<file path="src/rtl/float_normalize_pkg.sv">
// ============================================================================
// Module : float_normalize_pkg
// Brief  : Shared state encoding for the post-add normalizer.
// Rev    : 1.0  initial release
// ============================================================================
`default_nettype none

package float_normalize_pkg;

    typedef logic [1:0] state_t;

    localparam state_t c_ST_IDLE  = 2'd0;
    localparam state_t c_ST_SHIFT = 2'd1;
    localparam state_t c_ST_DONE  = 2'd2;

endpackage

`default_nettype wire

</file>
<file path="src/rtl/float_pack.sv">
// ============================================================================
// Module : float_pack
// Brief  : Packs sign, exponent and fraction into an IEEE-style word.
// Rev    : 1.0  initial release
// ============================================================================
`default_nettype none

module float_pack #(
    parameter int EXP_WIDTH = 8,
    parameter int MAN_WIDTH = 23
) (
    input  logic                           i_sign,
    input  logic [EXP_WIDTH-1:0]           i_exp,
    input  logic [MAN_WIDTH-1:0]           i_frac,
    output logic [EXP_WIDTH+MAN_WIDTH:0]   o_word
);

    assign o_word = {i_sign, i_exp, i_frac};

endmodule

`default_nettype wire

</file>
<file path="src/rtl/float_normalize.sv">
// ============================================================================
// Module : float_normalize
// Brief  : Sequential post-add normalizer/packer, one left shift per cycle.
// Rev    : 1.0  initial release
// ============================================================================
`default_nettype none

module float_normalize
    import float_normalize_pkg::*;
#(
    parameter  int EXP_WIDTH   = 8,
    parameter  int MAN_WIDTH   = 23,
    localparam int FLOAT_WIDTH = 1 + EXP_WIDTH + MAN_WIDTH
) (
    input  logic                   clk,
    input  logic                   reset,
    input  logic                   in_valid,
    output logic                   in_ready,
    input  logic                   in_sign,
    input  logic [EXP_WIDTH-1:0]   in_exp,
    input  logic [MAN_WIDTH+1:0]   in_man,
    output logic                   out_valid,
    input  logic                   out_ready,
    output logic [FLOAT_WIDTH-1:0] out
);

    // One extra exponent bit so the carry increment cannot wrap.
    localparam logic [EXP_WIDTH:0] c_EXP_MAX = {1'b0, {EXP_WIDTH{1'b1}}};
    localparam logic [EXP_WIDTH:0] c_EXP_ONE = 1;

    state_t                 r_state;
    state_t                 w_state_next;
    logic                   r_in_ready;
    logic                   r_sign;
    logic [EXP_WIDTH:0]     r_exp;
    logic [MAN_WIDTH+1:0]   r_man;
    logic [FLOAT_WIDTH-1:0] r_out;

    logic                   w_accept;
    logic                   w_final;
    logic [EXP_WIDTH:0]     w_exp_inc;
    logic [EXP_WIDTH-1:0]   w_res_exp;
    logic [MAN_WIDTH-1:0]   w_res_frac;
    logic [FLOAT_WIDTH-1:0] w_packed;

    assign w_accept  = (r_state == c_ST_IDLE) && in_valid && r_in_ready;
    assign w_exp_inc = r_exp + c_EXP_ONE;

    // Priority-ordered finalize decision for the current SHIFT cycle.
    always_comb begin
        w_final    = 1'b1;
        w_res_exp  = '0;
        w_res_frac = '0;
        if (r_exp == c_EXP_MAX) begin
            w_res_exp  = r_exp[EXP_WIDTH-1:0];
            w_res_frac = r_man[MAN_WIDTH-1:0];
        end else if (r_man[MAN_WIDTH+1]) begin
            if (w_exp_inc >= c_EXP_MAX) begin
                w_res_exp = {EXP_WIDTH{1'b1}};
            end else begin
                w_res_exp  = w_exp_inc[EXP_WIDTH-1:0];
                w_res_frac = r_man[MAN_WIDTH:1];
            end
        end else if (r_man == '0) begin
            w_final = 1'b1;
        end else if (r_man[MAN_WIDTH]) begin
            w_res_exp  = r_exp[EXP_WIDTH-1:0];
            w_res_frac = r_man[MAN_WIDTH-1:0];
        end else if (r_exp <= c_EXP_ONE) begin
            w_final = 1'b1;
        end else begin
            w_final = 1'b0;
        end
    end

    float_pack #(
        .EXP_WIDTH (EXP_WIDTH),
        .MAN_WIDTH (MAN_WIDTH)
    ) u_pack (
        .i_sign (r_sign),
        .i_exp  (w_res_exp),
        .i_frac (w_res_frac),
        .o_word (w_packed)
    );

    always_ff @(posedge clk) begin
        if (reset) begin
            r_state    <= c_ST_IDLE;
            r_in_ready <= 1'b0;
        end else begin
            r_state    <= w_state_next;
            r_in_ready <= (w_state_next == c_ST_IDLE);
        end
    end

    always_comb begin
        w_state_next = r_state;
        case (r_state)
            c_ST_IDLE:  if (w_accept)  w_state_next = c_ST_SHIFT;
            c_ST_SHIFT: if (w_final)   w_state_next = c_ST_DONE;
            c_ST_DONE:  if (out_ready) w_state_next = c_ST_IDLE;
            default:                   w_state_next = c_ST_IDLE;
        endcase
    end

    always_comb begin
        in_ready  = r_in_ready;
        out_valid = (r_state == c_ST_DONE);
        out       = r_out;
    end

    always_ff @(posedge clk) begin
        if (reset) begin
            r_sign <= 1'b0;
            r_exp  <= '0;
            r_man  <= '0;
            r_out  <= '0;
        end else if (w_accept) begin
            r_sign <= in_sign;
            r_exp  <= {1'b0, in_exp};
            r_man  <= in_man;
        end else if (r_state == c_ST_SHIFT) begin
            if (w_final) begin
                r_out <= w_packed;
            end else begin
                r_man <= {r_man[MAN_WIDTH:0], 1'b0};
                r_exp <= r_exp - c_EXP_ONE;
            end
        end
    end

endmodule

`default_nettype wire

</file>
<file path="config.mk">
export PLATFORM = sky130hd
export DESIGN_NAME = float_normalize
export DESIGN_NICKNAME = d
export VERILOG_FILES = /design/src/rtl/float_normalize_pkg.sv /design/src/rtl/float_pack.sv /design/src/rtl/float_normalize.sv
export SDC_FILE = /design/constraint.sdc
export NUM_CORES = 1
export LEC_CHECK = 0
export CORE_MARGIN = 10
export CORE_UTILIZATION = 52
export DETAILED_ROUTE_END_ITERATION = 12
export MAX_ROUTING_LAYER = met4
export PLACE_DENSITY = 0.8
export RECOVER_POWER = 50
export SYNTH_ARGS = -nofsm -noshare
export SYNTH_HDL_FRONTEND = slang
export SYNTH_SLANG_ARGS = --single-unit
export TNS_END_PERCENT = 20
</file>
<file path="constraint.sdc">
create_clock -name clk -period 3.05 [get_ports clk]
set_input_delay 0.61 -clock clk [delete_from_list [all_inputs] [get_ports clk]]
set_output_delay 0.61 -clock clk [all_outputs]
set_load 0.1 [all_outputs]
</file>
==> summary.md <==
The number of buffer and inverter instances along the worst setup path was 1. Max-cap violations in this run came to 0. The cell sitting at the root of the clock tree is a sky130_fd_sc_hd__clkbuf_8.

The most frequently used flop master after synthesis was sky130_fd_sc_hd__dfxtp_1. The tools report the hold path startpoint as out[29]. After detailed routing, the total wire length is 10.8 mm. The number of rows in the core area came out at 30. In this run, the number of DRC markers left after iteration 0 of detailed routing was 295. The run finished with clean final reports. Remaining global-route overflow: 0.

The leakage component of the power came out at 1.44 nW. STA classifies the critical path endpoint as a register. The via count was 3,796; the worst slew margin relative to its limit was 2.28%. For the initial antenna violation count, the log shows 0.

The floorplan step defined a core boundary enclosing 6870 um^2. After the last flow step, the layout net total stands at 571. After synthesis, flip-flops and latches occupy 37.8% of the total area. For hold timing, the worst endpoint is out[29].

In the synthesized netlist, the number of instances is 471. Instance count along the most critical hold path: 2. By startpoint and endpoint, the worst setup path is classified as reg2reg. Combinational logic is responsible for 28.7% of the overall power.

At the worst endpoint, the arrival time is 3.01 ns. For this run, asynchronously set or reset flops after synthesis account for 0%. The number of flip-flops and latches in the synthesized netlist is 70, and the post-route total power is 0.00253 W. The internal power of the cells totals 0.00164 W. Setup total negative slack on the finished layout was measured at 0 ns. Die extent in y: 104 um.

For this run, the detailed router's first-pass iteration total came to 6. The slowest stage of the critical path belongs to the cell sky130_fd_sc_hd__a311o_1. During placement, the flow inserted port buffers numbering 71. Relative to the synthesized area, the layout overhead comes to 22.0%.

The min-delay analysis places its worst path in the category reg2reg. The tools report the hold-fix buffer count after cts as 0. The worst register-to-register path ends at r_exp[5]. From left edge to right edge, the die measures 104 um. No sink is reached through more buffers than the 2 on the longest clock path. Setup violations remaining at the end of the flow were counted as 0. After clock tree synthesis, the repair step resized 0 gates.

TritonCTS built the clock tree. The worst register-to-register path begins at r_exp[0]. The final count of hold timing violations is 0. At the worst endpoint, the required time is 3.29 ns.

The die covers 10,900 um^2. The run gives 0 as the post-route antenna net violation count. The run gives 29.7% as the relative contribution of the clock network to total power. Most common library cell in the layout ignoring fill and taps: sky130_fd_sc_hd__a21oi_1.

For the worst flop-to-flop path, the logic depth is 12. Counting the buffers created by CTS gives 9. Of the total power, the share spent switching nets is 35.3%. After filler insertion, the fill cell instance count of the layout stands at 627. Worst hold-check slack: 0.454 ns. Global routing used 19.9% of the available tracks across all layers. The power spent charging and discharging nets is 0.000894 W, and the fraction of layout instances using a drive strength above 1 is 9.02%. Largest fanout of any net on the critical path: 4. The most used cell along the critical path is sky130_fd_sc_hd__ha_1. Dividing the detail-routed wire length by the instance count gives 17.2 um. Setup repair after global routing left no endpoint under its margin.

The combined flip-flop and latch cell area came out at 1400 um^2. The setup check on the worst reg-to-reg path leaves a slack of 0.29 ns. The top cell types in the final layout, fill and taps aside, are 92 x sky130_fd_sc_hd__a21oi_1, 70 x sky130_fd_sc_hd__dfxtp_1, 67 x sky130_fd_sc_hd__nand2_1.

For the pin with the worst max-slew slack, the measured transition is 1.47 ns. Buffers added to address setup during post-CTS repair amount to 0. Between clock sinks in the finished design, the worst skew comes to 0.0105 ns.

The logs give 17.9 mm for the wire length of the first global-routing pass and 37 for the pin count of the biggest net entering global routing. The largest stage delay on the critical path is 0.38 ns, and the final critical delay including setup and external delays is 2.76 ns. The worst path uses 90.6% of the clock period.

The run gives 3,624 as the number of global-route vias before repair. The largest vdd supply drop was 0.000293 V; the highest attainable clock frequency was 362 MHz. The final-report max-slew violation count was 0; the mean instance size in the synthesized netlist was 7.88 um^2.

The multi-input combinational cells in the finished layout cover a total of 2090 um^2. Power spread over the standard cell area amounts to 559 nW/um^2. The number of enable-type register cells in the synthesized netlist came out at 0. Pin placement for this block handled 72 I/O pins. The number of H-tree levels is 3, and the mean number of vias per cell is 6.04. During synthesis, Yosys emitted a total of 0 warnings. Synthesis produced a netlist with a net count of 514. The worst setup path is launched from a register.

The number of antenna diodes in the final layout is 0. The DRC violation count after routing is 0, and the effective utilization at floorplan is 54.0%. The logs give 70 for the clock net sink count and 0.34 ns for the clock latency reported for the late side of the worst-skew pair.

The cell family contributing the most delay on the critical path is compound AO/OA/AOI/OAI gates. The HPWL after detailed placement is 7.55 mm. The congestion estimate from routability-driven global placement came to 0.888. The mapped netlist covers 3710 um^2.

The critical path goes through ha_1, nand3_1, nor3_1, and2_0, ha_1, or2_0, a311o_1, a21o_1, o21ai_0, buf_4, a21oi_1, a311oi_1. The CTS clock-pin slew for the worst setup and hold paths was 0.07 ns; the post-route core utilization was 65.9%. The synthesized netlist contains 53 unique library cells. Per report_power, the sequential group accounts for 41.6% of the total.
## area by class of cell
class                      instances  area share [%]
tap                               96            2.65
timing repair buffer              94            15.5
clock buffer                      10            3.04
sequential                        70            31.0
multi-input combinational        347            46.1
inverter                           6           0.498
clock inverter                     5            1.30
## worst max-delay path by stage
stage                     depth (start not counted)  slack (ns)  startpoint        to
after floorplan                                  13        0.26    r_exp[2]   out[10]
after global placement                           12        0.39    r_exp[0]  r_exp[7]
after detailed placement                         12        0.34    r_exp[0]  r_exp[7]
after CTS                                        12        0.31    r_exp[0]  r_exp[7]
after global routing                             11        0.02    r_exp[0]  r_exp[0]
final                                            12        0.29    r_exp[0]  r_exp[5]
## through the flow
step / worst slack [ns] / cell area, um^2 / std cells
floorplan: 0.255 / 3710 / 471
global placement: 0.386 / 4460 / 613
detailed placement: 0.336 / 4460 / 613
CTS: 0.311 / 4660 / 628
global route: 0.0249 / 4530 / 628
finish: 0.286 / 4530 / 628
## cells by family (layout without fill, tap and decap cells)
family          count (synthesis)  after routing  share of synthesized area, %
compound gates                197            197                          35.3
simple gates                  141            141                          18.1
flops                          70             70                          37.8
buf+inv                        54            115                          6.24
fa+ha+maj                       5              5                          1.69
xor+xnor                        4              4                         0.945
## synth_stat cells, types with 2 or more instances
cell                       count  area share [%]
sky130_fd_sc_hd__buf_2        11             1.5
sky130_fd_sc_hd__a211oi_1      4            0.81
sky130_fd_sc_hd__o21ai_0       3            0.40
sky130_fd_sc_hd__or3_1         2            0.34
sky130_fd_sc_hd__a211o_1      22             5.2
sky130_fd_sc_hd__buf_4         2            0.40
sky130_fd_sc_hd__a31oi_1       2            0.34
sky130_fd_sc_hd__nor3_1       11             1.5
sky130_fd_sc_hd__a311oi_1      4            0.94
sky130_fd_sc_hd__dfxtp_1      70              38
sky130_fd_sc_hd__a32oi_1       2            0.47
sky130_fd_sc_hd__nor2_1       18             1.8
sky130_fd_sc_hd__inv_1         6            0.61
sky130_fd_sc_hd__o21bai_1      4            0.81
sky130_fd_sc_hd__a21o_1        2            0.40
sky130_fd_sc_hd__and3_1        5            0.84
sky130_fd_sc_hd__nand2_1      68             6.9
sky130_fd_sc_hd__a21oi_1      92              12
sky130_fd_sc_hd__a22oi_1      44             8.9
sky130_fd_sc_hd__nand2b_1      4            0.67
sky130_fd_sc_hd__o211ai_1      5             1.0
sky130_fd_sc_hd__nor4_1        7             1.2
sky130_fd_sc_hd__xor2_1        2            0.47
sky130_fd_sc_hd__ha_1          5             1.7
sky130_fd_sc_hd__o41ai_2       2            0.88
sky130_fd_sc_hd__and2_1        3            0.51
sky130_fd_sc_hd__nand3b_1      2            0.40
sky130_fd_sc_hd__nor2b_1       6             1.0
sky130_fd_sc_hd__xnor2_1       2            0.47
sky130_fd_sc_hd__nand3_1       5            0.67
sky130_fd_sc_hd__clkbuf_1     34             3.4
## state kept, by name, summed over array words and instances (netlist names)
name      cells
r_state       2
out          32
in_ready      1
r_man        25
r_sign        1
r_exp         9
## tightest hold or removal path, cell delays in order, from the launching register on
cell and delay [ns]:
sky130_fd_sc_hd__dfxtp_1 0.31, sky130_fd_sc_hd__nand2_1 0.05, sky130_fd_sc_hd__a21oi_1 0.05
## per-layer routing
metal | GRT usage (%) | share of wire (%) | up-vias | wire (um)
met2 | 31.1 | 48 | 165 | 5130
met3 | 3.90 | 6.4 | 16 | 692
li1 | - | - | 1844 | -
met5 | - | 0 | - | 0
met1 | 24.8 | 44 | 1771 | 4800
met4 | 7.65 | 1.5 | 0 | 167
## power by group through the flow
stage          logic [W]  registers (W)  clock network, W
6_report        0.000727        0.00105          0.000753
5_1_grt         0.000796        0.00106          0.000806
4_1_cts         0.000736        0.00105          0.000767
3_5_place_dp    0.000733        0.00107                 0
3_3_place_gp    0.000723        0.00107                 0
2_1_floorplan   0.000432        0.00112                 0
(Power assumes the default switching activity.)
==> RTL edit, RTL diff (same flow settings) <==
`EXP_WIDTH` is set to 8 in 2 places; all go to 7.
--- a/src/rtl/float_pack.sv
+++ b/src/rtl/float_pack.sv
@@ -8,3 +8,3 @@
 module float_pack #(
-    parameter int EXP_WIDTH = 8,
+    parameter int EXP_WIDTH = 7,
     parameter int MAN_WIDTH = 23
--- a/src/rtl/float_normalize.sv
+++ b/src/rtl/float_normalize.sv
@@ -10,3 +10,3 @@
 #(
-    parameter  int EXP_WIDTH   = 8,
+    parameter  int EXP_WIDTH   = 7,
     parameter  int MAN_WIDTH   = 23,
Ports: changed (resized in_exp and out); port bits go from 72 to 70. No check against the original RTL was run, so the function may have changed too.
==> RTL edit against the original RTL <==
  * Total power is 21% higher
  * Sequential cell count fell by 2
  * Non-clock buffer count is 10 lower
  * Synthesized cell count down 12%
  * Wire length shrank 7.9%
  * Final cell count is 12% lower
  * Area after synthesis decreased by 4.8%
  * Cell area decreased by 7.3%
  * Critical path depth down 5
  * Clock power grew 12%
  * Setup slack better by 0.069 ns
  * Sequential share of layout area increased by 1.5 points
  * Largest power group unchanged
==> RTL edit: results (changes against the original RTL) <==
| Item | Reported | Delta |
|---|---|---|
| Run status | finished, final reports clean |  |
| Total routing resource utilization after global routing | 19.41% | -0.52 points |
| Worst hold start | r_sign |  |
| Met2 Routed Length | 4.762 mm | -7.1% |
| Largest net degree at the start of global routing | 32 | -14% |
| Post-synth top cells | nor2_1, dfxtp_1, nor3_1 |  |
| Worst Path Max Fanout | 24 | +20 |
| Vias in the first global route | 3207 | -12% |
| Comb. pwr | 1050 µW | +44% |
| Comb_multi_in | 304 | -12% |
| Count of buffers inserted at the top-level ports | 69 | -2.8% |
| Combinational group share of total power | 34.1% | +5.4 points |
| Sum of met3 wire segment lengths after detailed routing | 684 µm | -1.2% |
| Post-Route Skew | 0.01576 ns | +0.005280 ns |
| Number of buffers outside the clock class in the layout | 84 | -11% |
| Non-clock buffering overhead | 14.17% | -1.3 points |
| First-pass GRT wire length | 15.86 mm | -12% |
| Routed met1 length | 4.354 mm | -9.3% |
| Count of nets after finishing | 512 | -10% |
| Critical Path Sink | r_man[6] |  |
| Worst path max stage delay | 0.61 ns | +0.23 ns |
| Routability Congestion | 0.9787 | +10% |
| Leading post-synthesis cells by cell area | dfxtp_1, a221oi_2, nor2_1 |  |
| DP Wirelength | 7.001 mm | -7.3% |
| Worst vdd ir | 0.4571 mV | +56% |
| Transition time at the pin with the least slew margin | 1.423 ns | -0.04298 ns |
| Sink of the worst hold path | out[30] |  |
| Number of DRC markers after the initial detailed-route iteration | 212 | -28% |
| Setup slack of the worst register-to-register path | 0.36 ns | +0.07 ns |
| Worst R2R Path Depth | 7 | -5 |
| Seq/Total Area, Yosys | 38.54% | +0.77 points |
| Static leakage | 0.001590 µW | +10% |
| Slowest cell on crit path | or4_4 |  |
| Power dissipated in sequential cells | 1180 µW | +12% |
| FF-to-FF Start | r_exp[3] |  |
| Pint | 1777 µW | +8.5% |
| Final sequential cell count | 68 | -2.9% |
| Multi-input logic portion of the cell area | 45.42% | -0.68 points |
| Clk_lat worst skew | 0.35 ns |  |
| Fillers | 574 | -8.5% |
| Total via count in the routed design | 3348 | -12% |
| Fraction of area in clock buffers and inverters | 5.309% | +0.97 points |
| Grt met3 use | 4.453% | +0.55 points |
| GRT met1 Usage | 23.97% | -0.79 points |
| Routed wire length per instance | 17.96 µm | +4.6% |
| Total cell area at the placement stage | 0.004114 mm² | -7.8% |
## RTL edit: metrics by stage
step           hold slack [ns]  utilization (%)  std cells  worst slack [ns]
2_1_floorplan           0.4321                -        416            0.7348
3_3_place_gp            0.4402            63.70        537            0.4538
3_5_place_dp            0.4479            63.70        537            0.4289
4_1_cts                 0.4598            67.14        553            0.4213
5_1_grt                 0.4813            64.96        553            0.1421
6_report                0.4635            64.96        553            0.3551
## RTL edit: cell families after synthesis
| family | Yosys count | synth area share [%] |
|---|---|---|
| AOI/OAI and AO/OA | 73 | 19.59 |
| xor gates and xnor gates | 7 | 1.736 |
| adders and majority gates | 4 | 1.417 |
| buffers and inverters | 44 | 7.616 |
| DFF | 68 | 38.54 |
| and+or+nand+nor | 220 | 31.10 |
## RTL edit: worst max-delay path: cells and delay by family, from the launching register on
kind | cells | cell delay [ns]
AOI/OAI and AO/OA | 2 | 0.57
buffers and inverters | 1 | 0.44
DFF | 1 | 0.45
and+or+nand+nor | 4 | 1.13
